===== config.mk =====
export PLATFORM = sky130hd
export DESIGN_NAME = snake_game_ctrl
export DESIGN_NICKNAME = d
export VERILOG_FILES = /design/src/rtl/snake_game_ctrl.sv
export SDC_FILE = /design/constraint.sdc
export NUM_CORES = 1
export LEC_CHECK = 0
export ABC_AREA = 0
export BUFFER_PORTS_ARGS = -buffer_cell sky130_fd_sc_hd__buf_2
export CAP_MARGIN = 20
export CORE_MARGIN = 2
export CORE_UTILIZATION = 28
export DETAILED_ROUTE_END_ITERATION = 12
export GPL_TIMING_DRIVEN = 0
export HOLD_SLACK_MARGIN = 0.12
export PLACE_DENSITY = 0.45
export SYNTH_ARGS = -nofsm -noshare
export SYNTH_HDL_FRONTEND = slang
export SYNTH_SLANG_ARGS = --single-unit

===== constraint.sdc =====
create_clock -name clk -period 6.4 [get_ports clk]
set_clock_uncertainty 0.05 [all_clocks]
set_input_delay 0.64 -clock clk [delete_from_list [all_inputs] [get_ports clk]]
set_output_delay 0.64 -clock clk [all_outputs]
set_load 0.02 [all_outputs]

===== src/rtl/snake_game_ctrl.sv =====
// Snake game sequencer: IDLE/PLAY/DIE/RESTART FSM, movement tick,
// collision detection and single-shot apple length/score increments.
module snake_game_ctrl #(
    parameter int TICK_DIV  = 250000,
    parameter int DIE_TICKS = 16,
    parameter int MAX_LEN   = 16,
    parameter int X_MAX     = 38,
    parameter int Y_MAX     = 28
) (
    input  logic       clk,
    input  logic       rst,
    input  logic       key_start,
    input  logic [5:0] head_x,
    input  logic [4:0] head_y,
    input  logic       hit_body,
    input  logic       add_cube,
    output logic [1:0] game_state,
    output logic       move_tick,
    output logic [4:0] body_len,
    output logic [7:0] score,
    output logic       flash,
    output logic       restart
);

    typedef enum logic [1:0] {
        S_IDLE    = 2'b00,
        S_PLAY    = 2'b01,
        S_DIE     = 2'b10,
        S_RESTART = 2'b11
    } state_t;

    localparam logic [27:0] TICK_LAST = 28'(TICK_DIV - 1);
    localparam logic [4:0]  DIE_LAST  = 5'(DIE_TICKS - 1);
    localparam logic [4:0]  LEN_MAX   = 5'(MAX_LEN);
    localparam logic [4:0]  LEN_INIT  = 5'd3;
    localparam logic [5:0]  X_LIM     = 6'(X_MAX);
    localparam logic [4:0]  Y_LIM     = 5'(Y_MAX);

    state_t      state_q, state_d;
    logic [27:0] cnt_q, cnt_d;
    logic [4:0]  die_q, die_d;
    logic [4:0]  len_q, len_d;
    logic [7:0]  score_q, score_d;
    logic        flash_q, flash_d;
    logic        move_q, move_d;
    logic        restart_q, restart_d;
    logic        key_prev_q, add_prev_q;

    logic start_edge, eat_edge, tick, collide;

    assign start_edge = key_start & ~key_prev_q;
    assign eat_edge   = add_cube & ~add_prev_q;
    assign tick       = (cnt_q == TICK_LAST);
    assign collide    = (head_x == 6'd0) | (head_x > X_LIM) |
                        (head_y == 5'd0) | (head_y > Y_LIM) | hit_body;

    always_comb begin
        state_d   = state_q;
        die_d     = die_q;
        len_d     = len_q;
        score_d   = score_q;
        flash_d   = flash_q;
        move_d    = 1'b0;
        cnt_d     = 28'd0;
        unique case (state_q)
            S_IDLE: begin
                if (start_edge) begin
                    state_d = S_PLAY;
                    len_d   = LEN_INIT;
                    score_d = 8'd0;
                end
            end
            S_PLAY: begin
                if (collide) begin
                    state_d = S_DIE;
                end else begin
                    move_d = tick;
                    if (eat_edge) begin
                        if (len_q < LEN_MAX) len_d = len_q + 5'd1;
                        if (score_q != 8'hFF) score_d = score_q + 8'd1;
                    end
                end
            end
            S_DIE: begin
                if (tick) begin
                    if (die_q == DIE_LAST) begin
                        state_d = S_RESTART;
                        flash_d = 1'b0;
                    end else begin
                        die_d   = die_q + 5'd1;
                        flash_d = ~flash_q;
                    end
                end
            end
            S_RESTART: state_d = S_IDLE;
            default:   state_d = S_IDLE;
        endcase
        // Counter and die count restart from zero on every state entry
        if (state_d != state_q) begin
            die_d = 5'd0;
        end else if ((state_q == S_PLAY || state_q == S_DIE) && !tick) begin
            cnt_d = cnt_q + 28'd1;
        end
        restart_d = (state_d == S_RESTART);
    end

    always_ff @(posedge clk or negedge rst) begin
        if (!rst) begin
            state_q    <= S_IDLE;
            cnt_q      <= 28'd0;
            die_q      <= 5'd0;
            len_q      <= LEN_INIT;
            score_q    <= 8'd0;
            flash_q    <= 1'b0;
            move_q     <= 1'b0;
            restart_q  <= 1'b0;
            key_prev_q <= 1'b0;
            add_prev_q <= 1'b0;
        end else begin
            state_q    <= state_d;
            cnt_q      <= cnt_d;
            die_q      <= die_d;
            len_q      <= len_d;
            score_q    <= score_d;
            flash_q    <= flash_d;
            move_q     <= move_d;
            restart_q  <= restart_d;
            key_prev_q <= key_start;
            add_prev_q <= add_cube;
        end
    end

    assign game_state = state_q;
    assign move_tick  = move_q;
    assign body_len   = len_q;
    assign score      = score_q;
    assign flash      = flash_q;
    assign restart    = restart_q;

endmodule

* After elaboration in Yosys (flattened, before gate mapping)
Index checks and enable logic that the tools add are counted.
** Storage, ports and cells
- Output and inout port bits :: 18
- Input bits :: 16
- Register bits after elaboration :: 53
** Cells by class
- Equal/unequal tests :: 14
- Magnitude comparators :: 3
- Add/subtract/negate cells :: 4
- Reduce and logical (&&, ||, !) cells :: 13
- Bitwise operators :: 9
- Mux-type cells :: 24
** Operators by type and width (number)
- 28-bit two-way mux :: 2
- 5-bit two-way mux :: 8
- 8-bit two-way mux :: 4
- 28-bit by 1-bit adder with 28-bit output, second input constant :: 1
- 28-bit by 18-bit equality test with 1-bit output, second input constant :: 1
- 8-bit one-hot mux with 2 select lines :: 1
- 5-bit by 1-bit adder with 5-bit output, second input constant :: 2
- 2-bit inequality test, second input constant :: 5
- 5-bit one-hot mux with 2 select lines :: 1
- 5-bit AND reduction :: 2
- 8-bit by 1-bit adder with 8-bit output, second input constant :: 1
- 2-bit two-way mux :: 4
- 8-bit inequality test, second input constant :: 1
- 2-bit one-hot mux with 4 select lines :: 1
- 2-bit equality test, second input constant :: 3
- 6-bit greater-than comparator, second input constant :: 1
- 6-bit zero test :: 1
- 2-bit nonzero test :: 3
- 5-bit by 4-bit equality test with 1-bit output, second input constant :: 1
- 5-bit greater-than comparator, second input constant :: 1
- 5-bit zero test :: 1
- 5-bit < comparator, second input constant :: 1
- 1-bit OR :: 4
- 1-bit two-way mux :: 3
- 11 further kinds :: 14

* Depth between registers and ports, before layout
Gate-level depths: netlist of the first run.
- Depth after elaboration :: 10
- Gate-level depth with buffers :: 10

* Least setup slack after synthesis of the first run
No wires, ideal clock.
- Path kind :: input port to flip-flop
- Start :: input port head_x[2]
- End :: register score_q[6] (netlist: score[6])
- Buffers on the path :: 1
- Data arrival time :: 2141 ps
- Stages on the path :: 7
- Setup slack :: 4131 ps
- Data required time :: 6272 ps
- Setup time :: 78 ps
- Path through :: a311o_1 > nand2_2 > nand4_4 > o31a_1 > buf_6 > or3_1 > a21oi_1
** On the way
- Longest elaborated chain between the ends :: 7
- Elaborated cells between the ends (all ways) :: 8
- Those cells by class :: 1 x order compare; 1 x eq/ne; 4 x bitwise; 2 x reduce/logical
** RTL lines
- start, declared :: line 13 : input logic [5:0] head_x,
- 6-bit greater-than comparator / 6-bit zero test (equally long branches) :: line 54 : assign collide = (head_x == 6'd0) | (head_x > X_LIM) |
- 1-bit OR (*) (2 in a row) :: line 54
- 1-bit OR (*) (2 in a row) :: line 55 : (head_y == 5'd0) | (head_y > Y_LIM) | hit_body;
- 2-bit inequality test (no line) (*)
- 5-bit AND reduction (no line) (*)
- end signal, assigned :: line 124 : score_q <= score_d;
- end, declared :: line 43 : logic [7:0] score_q, score_d;
Mark *: on every way between the ends. The rest lies on a longest branch, timed or not.
A chain may end at the register's enable or synchronous reset.

* Final worst setup path of the first run
- Start :: register state_q[1] (netlist: game_state[1])
- End :: register cnt_q[25]
** On the way
- Longest elaborated chain between the ends :: 5
- Elaborated cells between the ends (all ways) :: 14
- Those cells by class :: 4 x eq/ne; 7 x mux; 3 x reduce/logical
** RTL lines
- start, declared :: line 39 : state_t state_q, state_d;
- start signal, assigned :: line 120 : state_q <= state_d;
- 2-bit two-way mux (tied with other cells) :: line 86 : if (die_q == DIE_LAST) begin
- 2-bit two-way mux / 1-bit logical OR (equally long branches) :: line 85, 101
- 2-bit one-hot mux with 4 select lines / 1-bit logical AND (equally long branches) :: line 65, 101
- 2-bit inequality test / 28-bit two-way mux (equally long branches) :: line 99, 101
- 28-bit two-way mux (*) :: line 99 : if (state_d != state_q) begin
- named net cnt_d[25] :: line 40 : logic [27:0] cnt_q, cnt_d;
- end signal, assigned :: line 121 : cnt_q <= cnt_d;
- end, declared :: line 40
Mark *: on every way through the listed nets, which the timed path passes. The rest lies on a longest branch.

==> impl_metrics.prom, run 1 <==
# TYPE chip_impl_metric gauge
chip_impl_metric{name="top_level_ports",unit=""} 34
chip_impl_metric{name="htree_levels",unit=""} 2
chip_impl_metric{name="design.die.area",unit="um^2"} 10690
chip_impl_metric{name="finalWorstPathRequiredPeriod",unit="ns"} 2.499
chip_impl_metric{name="die_width",unit="um"} 103.4
chip_impl_metric{name="synth_nets",unit=""} 312
chip_impl_metric{name="drt-pass1-iter-count",unit=""} 4
chip_impl_metric{name="timing_hold_violations_final",unit=""} 0
chip_impl_info{name="ctsRootBufferMaster",value="clkbuf_8"} 1
chip_impl_info{name="worst_hold_path_type",value="input port to asynchronous set/reset pin"} 1
chip_impl_metric{name="area.growth.synth_to_final",unit="%"} 18.00
chip_impl_metric{name="asyncSetResetFlopFracSynth",unit="%"} 100.0
chip_impl_metric{name="grt_start_max_net_pins",unit=""} 34
chip_impl_info{name="crit_path_end_kind",value="register"} 1
chip_impl_metric{name="worst-endpoint-arrival",unit="ns"} 2.69
chip_impl_metric{name="post-route-util",unit="%"} 33.71
chip_impl_metric{name="drt-total-wl",unit="um"} 5654
chip_impl_metric{name="synth_top_cell_area_share",unit="%"} 46.13
chip_impl_metric{name="synth.avg_cell_area",unit="um^2"} 9.606
chip_impl_metric{name="cp.required",unit="ns"} 6.59
chip_impl_metric{name="final_layout_size_suffix_gt1_share",unit="%"} 16.92
chip_impl_metric{name="synth_seq_area_share",unit="%"} 48.03
chip_impl_metric{name="numCtsBuffers",unit=""} 5
chip_impl_metric{name="worstMarginPinSlew",unit="ns"} 0.8174
chip_impl_metric{name="grt_pass1_wl",unit="um"} 9846
chip_impl_metric{name="detailedPlacementHpwl",unit="um"} 4170
chip_impl_metric{name="clock_insertion_delay_worst_skew",unit="ns"} 0.30
chip_impl_metric{name="initial_antenna_violation_count",unit=""} 0
chip_impl_metric{name="io_buffer_count",unit=""} 33
chip_impl_metric{name="starting_density_of_the_core",unit="%"} 28.57
chip_impl_metric{name="maxSlewViolCount",unit=""} 0
chip_impl_info{name="worst_setup_path_endpoint",value="cnt_q[25]"} 1
chip_impl_metric{name="yosys_warnings",unit=""} 0
chip_impl_info{name="layout_common_cells",value="dfrtp_1, nor2_1, buf_2, nand2_1, xor2_1"} 1
chip_impl_info{name="criticalPathCategory",value="register to register"} 1
chip_impl_metric{name="num-nets-final",unit=""} 354
chip_impl_metric{name="path_max_fanout",unit=""} 10
chip_impl_metric{name="worst-r2r-setup-slack",unit="ns"} 3.90
chip_impl_info{name="post_synth_main_area_contributors",value="dfrtp_1, nor2_1, xor2_1"} 1
chip_impl_info{name="crit-reg2reg-capture",value="cnt_q[25]"} 1
chip_impl_info{name="outcome",value="finished clean"} 1
chip_impl_metric{name="floorplan.die.height",unit="um"} 103.4
chip_impl_metric{name="number_of_register_bits_inferred_by_synthesis",unit=""} 53
chip_impl_info{name="crit_path_start_kind",value="register"} 1
chip_impl_metric{name="post_cts_resize_count",unit=""} 0
chip_impl_metric{name="cts_hold_repair.buffers",unit=""} 0
chip_impl_metric{name="setup_viol_count_final",unit=""} 0
chip_impl_metric{name="drt_drc_violations_left",unit=""} 0
chip_impl_metric{name="synth_enable_flop_cells",unit=""} 0
chip_impl_metric{name="numClockSinks",unit=""} 53
chip_impl_info{name="synth_area_leader_cell",value="dfrtp_1"} 1
chip_impl_metric{name="grt_pass1_vias",unit=""} 2103
chip_impl_info{name="worstReg2RegStart",value="game_state[1]"} 1
chip_impl_metric{name="std_cell_rows",unit=""} 36
chip_impl_metric{name="vias_per_cell",unit=""} 4.640
chip_impl_metric{name="design.core.area",unit="um^2"} 9684
chip_impl_metric{name="synthesis.instances",unit=""} 288
chip_impl_metric{name="fmax",unit="GHz"} 0.4001
chip_impl_metric{name="post_dr_wirelength_cell",unit="um"} 12.19
chip_impl_metric{name="cts.repair_timing.setup_buffer_count",unit=""} 0
chip_impl_metric{name="worst_setup_hold_path_clk_slew",unit="ns"} 0.10
chip_impl_metric{name="period_share",unit="%"} 39.05
chip_impl_metric{name="p_leak",unit="nW"} 1.414
chip_impl_info{name="cts_tree",value="done"} 1
chip_impl_metric{name="setup_tns",unit="ns"} 0
chip_impl_metric{name="irDropWorstVdd",unit="V"} 0.0001334
chip_impl_info{name="critical_path.startpoint",value="game_state[1]"} 1
chip_impl_info{name="final_common_cell",value="dfrtp_1"} 1
chip_impl_metric{name="headroom_to_the_max_slew_limit",unit="%"} 45.51
chip_impl_metric{name="num_antenna_cells",unit=""} 0
chip_impl_metric{name="place_congestion",unit=""} 0.7647
chip_impl_metric{name="powerDensity",unit="nW/um^2"} 322.0
chip_impl_metric{name="placed_area",unit="um^2"} 3126
chip_impl_metric{name="max_cap_violations",unit=""} 0
chip_impl_info{name="synth_top_flop_cell",value="dfrtp_1"} 1
chip_impl_metric{name="worst_r2r_path_depth",unit=""} 10
chip_impl_metric{name="netlist-cell-type-count",unit=""} 50
chip_impl_metric{name="route.vias.total",unit=""} 2153
chip_impl_metric{name="grt.total_usage",unit="%"} 11.54
chip_impl_info{name="rsz_0062_raised_after_global_routing",value="no"} 1
chip_impl_metric{name="cts_buffer_depth",unit=""} 2
chip_impl_metric{name="fin_area",unit="um^2"} 3264
chip_impl_metric{name="drt_iter0_markers",unit=""} 51
chip_impl_metric{name="globalRoute.totalOverflow",unit=""} 0
chip_impl_metric{name="synth.cell_area",unit="um^2"} 2766
chip_impl_metric{name="drtAntennaViolNets",unit=""} 0
==> critical path, cell delays in order, from the launching register on <==
cell	delay [ns]
dfrtp_1	0.43
inv_1	0.13
ha_1	0.21
clkbuf_1	0.20
o21bai_1	0.20
a22oi_1	0.14
o2bb2ai_1	0.08
a211oi_1	0.32
nand3b_2	0.29
buf_2	0.27
nor2_1	0.11
==> registers in the layout, indices dropped and copies added (netlist names) <==
name	flops
score	8
move_tick	1
die_q	5
flash	1
cnt_q	28
restart	1
body_len	5
add_prev_q	1
game_state	2
key_prev_q	1
==> cells by family after synthesis <==
kind of cell,Yosys count,synth area share (%)
and+or+nand+nor,146,27.32
buffers and inverters,15,2.442
DFF,53,48.03
xor gates and xnor gates,29,9.181
AOI/OAI and AO/OA,36,9.045
adders and majority gates,8,3.618
muxes,1,0.3618
==> worst min-delay path by stage <==
stage	to	slack [ns]	start
2_1_floorplan	add_prev_q	0.29	rst
3_3_place_gp	cnt_q[0]	0.43	cnt_q[0]
3_5_place_dp	cnt_q[0]	0.44	cnt_q[0]
4_1_cts	score[4]	0.40	rst
5_1_grt	add_prev_q	0.39	add_cube
6_report	score[0]	0.37	rst
==> synthesized netlist by cell type, drive strengths merged, types with 2 or more instances <==
cell type   n
a211oi      2
a21o        3
a21oi       8
a31oi       2
and2        5
and3        8
and4        4
buf         4
dfrtp      51
dfstp       2
ha          8
inv        10
nand2      26
nand2b      2
nand3      15
nand3b      3
nand4      11
nor2       50
nor2b       2
nor3        4
nor4        4
nor4b       3
o21a        2
o21ai       7
o31ai       3
or3         4
or4         3
xnor2      12
xor2       17
==> power by group <==
part	switching, mW	total [mW]	internal, mW
combinational	0.248	0.375	0.127
clock	0.115	0.270	0.155
sequential	0.0319	0.405	0.374
total	0.395	1.05	0.656
==> routing by layer <==
| metal | up-vias | wire length, um | GRT usage (%) |
|---|---|---|---|
| li1 | 1094 | - | - |
| met1 | 1016 | 2853 | 15.76 |
| met2 | 36 | 2511 | 18.76 |
| met3 | 7 | 229 | 2.285 |
| met4 | 0 | 59 | 3.036 |
| met5 | - | 0 | 0 |
==> through the flow <==
| stage | setup slack [ns] | total power, mW | hold slack, ns | std cells |
|---|---|---|---|---|
| global placement | 3.787 | 0.7958 | 0.4274 | 454 |
| finish | 3.901 | 1.051 | 0.3708 | 464 |
| floorplan | 4.131 | 0.6775 | 0.2944 | 288 |
| detailed placement | 3.779 | 0.7949 | 0.4402 | 455 |
| CTS | 3.833 | 1.068 | 0.4001 | 463 |
| global route | 3.568 | 1.137 | 0.3946 | 464 |
==> layout make-up <==
class / count / area, um^2
buffer: 5 / 30.03
clock buffer: 5 / 68.82
clock inverter: 3 / 65.06
fill: 999 / 6420
inverter: 10 / 37.54
multi-input combinational: 220 / 1370
sequential: 53 / 1329
tap: 133 / 166.4
timing repair buffer: 35 / 197.7
No activity file was read; power rests on OpenSTA's default activity.
==> run 2: changes to the inputs <==
PLACE_DENSITY = 0.47   (was 0.45)
clock period = 2.2 ns   (was 6.4 ns; I/O delays follow)
==> run 2 against run 1 <==
Against the previous run:
- flip-flop and latch count unchanged
- fmax increased by 19%
- final cell count increased by 4.1%
- largest power group is now combinational cells
==> impl_metrics.prom, run 2 (same netlist as run 1, synthesis figures left out) <==
# TYPE chip_impl_metric gauge
chip_impl_metric{name="design.die.area",unit="um^2"} 10690
chip_impl_info{name="crit_path_end_kind",value="register"} 1
chip_impl_metric{name="hold_path_depth",unit=""} 4
chip_impl_metric{name="grt_pass1_wl",unit="um"} 9942
chip_impl_info{name="hold-path-endpoint",value="move_tick"} 1
chip_impl_metric{name="drt-pass1-iter-count",unit=""} 4
chip_impl_metric{name="p_leak",unit="nW"} 1.537
chip_impl_metric{name="post_dr_wirelength_cell",unit="um"} 12.72
chip_impl_metric{name="drt-total-wl",unit="um"} 6144
chip_impl_metric{name="initial_antenna_violation_count",unit=""} 0
chip_impl_metric{name="htree_levels",unit=""} 2
chip_impl_metric{name="irDropWorstVdd",unit="V"} 0.0003819
chip_impl_metric{name="worst-r2r-setup-slack",unit="ns"} 0.1
chip_impl_metric{name="die_width",unit="um"} 103.4
chip_impl_info{name="cts_tree",value="done"} 1
chip_impl_metric{name="grt_start_max_net_pins",unit=""} 38
chip_impl_metric{name="numClockSinks",unit=""} 53
chip_impl_metric{name="drtAntennaViolNets",unit=""} 0
chip_impl_metric{name="io_buffer_count",unit=""} 33
chip_impl_metric{name="path_max_fanout",unit=""} 8
chip_impl_metric{name="globalRoute.totalOverflow",unit=""} 0
chip_impl_info{name="layout_common_cells",value="dfrtp_1, buf_2, nor2_1, nand2_1, xor2_1"} 1
chip_impl_metric{name="std_cell_rows",unit=""} 36
chip_impl_metric{name="floorplan.die.height",unit="um"} 103.4
chip_impl_metric{name="clock_insertion_delay_worst_skew",unit="ns"} 0.30
chip_impl_metric{name="max_cap_violations",unit=""} 0
chip_impl_metric{name="finalWorstPathRequiredPeriod",unit="ns"} 2.105
chip_impl_metric{name="grt_pass1_vias",unit=""} 2091
chip_impl_metric{name="numPlacedInstances",unit=""} 455
chip_impl_info{name="final_common_cell",value="dfrtp_1"} 1
chip_impl_info{name="worstReg2RegStart",value="game_state[1]"} 1
chip_impl_metric{name="p_switching",unit="mW"} 1.416
chip_impl_metric{name="numCtsBuffers",unit=""} 5
chip_impl_metric{name="maxSlewViolCount",unit=""} 0
chip_impl_metric{name="place_congestion",unit=""} 0.7519
chip_impl_metric{name="place_ws",unit="ns"} -0.3822
chip_impl_metric{name="num_antenna_cells",unit=""} 0
chip_impl_metric{name="worst-endpoint-arrival",unit="ns"} 2.29
chip_impl_info{name="holdCritStartpoint",value="hit_body"} 1
chip_impl_metric{name="area.growth.synth_to_final",unit="%"} 30.98
chip_impl_metric{name="worstMarginPinSlew",unit="ns"} 0.6283
chip_impl_metric{name="largest_register_ffs",unit=""} 28
chip_impl_info{name="ctsRootBufferMaster",value="clkbuf_8"} 1
chip_impl_info{name="rsz_0062_raised_after_global_routing",value="yes"} 1
chip_impl_metric{name="timing_hold_violations_final",unit=""} 0
chip_impl_info{name="outcome",value="finished clean"} 1
chip_impl_metric{name="setup_viol_count_final",unit=""} 0
chip_impl_metric{name="num-nets-final",unit=""} 373
chip_impl_metric{name="power.share.switching",unit="%"} 38.04
chip_impl_info{name="crit_path_start_kind",value="register"} 1
chip_impl_metric{name="final_layout_size_suffix_gt1_share",unit="%"} 29.71
chip_impl_info{name="criticalPathCategory",value="register to register"} 1
chip_impl_metric{name="design.core.area",unit="um^2"} 9684
chip_impl_metric{name="combPwrFrac",unit="%"} 49.4
chip_impl_metric{name="post-route-util",unit="%"} 37.42
chip_impl_metric{name="cts_buffer_depth",unit=""} 2
chip_impl_metric{name="route.vias.total",unit=""} 2275
chip_impl_metric{name="grt.total_usage",unit="%"} 11.78
chip_impl_metric{name="fmax",unit="GHz"} 0.4751
chip_impl_metric{name="worst_r2r_path_depth",unit=""} 10
chip_impl_info{name="worst_hold_path_type",value="input port to register"} 1
chip_impl_info{name="largest-register",value="cnt_q"} 1
chip_impl_metric{name="detailedPlacementHpwl",unit="um"} 4166
chip_impl_metric{name="drt_drc_violations_left",unit=""} 0
chip_impl_metric{name="instances_no_fill",unit=""} 483
chip_impl_metric{name="starting_density_of_the_core",unit="%"} 28.57
chip_impl_metric{name="drt_iter0_markers",unit=""} 77
chip_impl_metric{name="period_share",unit="%"} 95.67
chip_impl_info{name="crit-reg2reg-capture",value="cnt_q[24]"} 1
chip_impl_metric{name="vias_per_cell",unit=""} 4.710
chip_impl_metric{name="power.clock.fraction",unit="%"} 18.7
chip_impl_metric{name="worst_setup_hold_path_clk_slew",unit="ns"} 0.10
chip_impl_metric{name="cell_internal_pwr",unit="mW"} 2.306
chip_impl_metric{name="headroom_to_the_max_slew_limit",unit="%"} 57.86
chip_impl_metric{name="powerDensity",unit="nW/um^2"} 1027
chip_impl_metric{name="worst_slack",unit="ns"} 0.09517
chip_impl_metric{name="cp.required",unit="ns"} 2.39
chip_impl_metric{name="power.share.sequential",unit="%"} 31.9
chip_impl_metric{name="top_level_ports",unit=""} 34
==> run 2: cell count changes in the layout (fill, tap and decap cells not counted), sizes merged <==
| cell | previous run | this run |
|---|---|---|
| clkbuf | 7 | 9 |
| bufinv | 2 | 1 |
| dlygate4sd3 | 0 | 3 |
| clkinv | 1 | 0 |
| buf | 38 | 54 |
==> run 2: cell type report <==
| type | instances | area [um^2] |
|---|---|---|
| plain buffers | 5 | 63.81 |
| clock buffers | 7 | 86.33 |
| clock inverters | 1 | 30.03 |
| fillers | 970 | 6061 |
| inverters | 10 | 40.04 |
| multi-input cells | 220 | 1526 |
| flip-flops and latches | 53 | 1331 |
| well taps | 133 | 166.4 |
| repair buffers | 54 | 379.1 |
==> run 2: worst max path at each step <==
stage,start,endpoint,slack (ns),depth (start not counted)
2_1_floorplan,game_state[0],cnt_q[14],0.04,10
3_3_place_gp,game_state[1],score[3],-0.38,6
3_5_place_dp,game_state[1],score[3],-0.38,6
4_1_cts,game_state[0],die_q[4],0.003,10
5_1_grt,game_state[1],cnt_q[24],-0.05,10
6_report,game_state[1],cnt_q[24],0.1,10
==> run 2: repair_timing <==
| action | in CTS | in global routing |
|---|---|---|
| cloned | 0 | 3 |
| hold buffers | 3 | 0 |
| endpoints found under the hold margin | 16 | 0 |
| gates resized for setup | 11 | 44 |
| pin swaps | 2 | 6 |
| setup buffers | 3 | 11 |
| endpoints found under the setup margin | 42 | 38 |
==> run 2: power by group through the flow <==
| stage | registers, mW | logic, mW | clock network [mW] |
|---|---|---|---|
| floorplan | 1.29 | 0.682 | 0 |
| global placement | 1.20 | 1.11 | 0 |
| detailed placement | 1.20 | 1.12 | 0 |
| CTS | 1.18 | 1.28 | 0.723 |
| global route | 1.20 | 2.02 | 0.770 |
| finish | 1.19 | 1.84 | 0.695 |
==> run 2: worst max-delay path, cell delays in order, from the launching register on <==
cell and delay, ns:
dfrtp_2 0.46, inv_4 0.10, ha_2 0.17, buf_6 0.12, o21bai_1 0.08, a22oi_1 0.16
o2bb2ai_1 0.11, a211oi_2 0.26, nand3b_4 0.22, clkbuf_16 0.22, nor2_2 0.09
==> run 2: stage by stage <==
| step | power [mW] | hold WS [ns] | cell area (um^2) | setup TNS (ns) |
|---|---|---|---|---|
| after floorplan | 1.975 | -0.1256 | 2769 | 0 |
| after global placement | 2.312 | 0.2987 | 3100 | -9.055 |
| after detailed placement | 2.323 | 0.1435 | 3120 | -9.238 |
| after CTS | 3.192 | 0.1467 | 3333 | 0 |
| after global routing | 3.991 | 0.1664 | 3623 | -1.147 |
| final | 3.722 | 0.1684 | 3623 | 0 |
==> run 2: layer usage <==
layer  up-vias  global-route usage [%]  wire, um
met5         -                       0         0
met4         0                   2.935        90
met3         9                   2.487       217
met2        40                   19.26      2803
met1      1088                   15.97      3033
li1       1138                       -         -
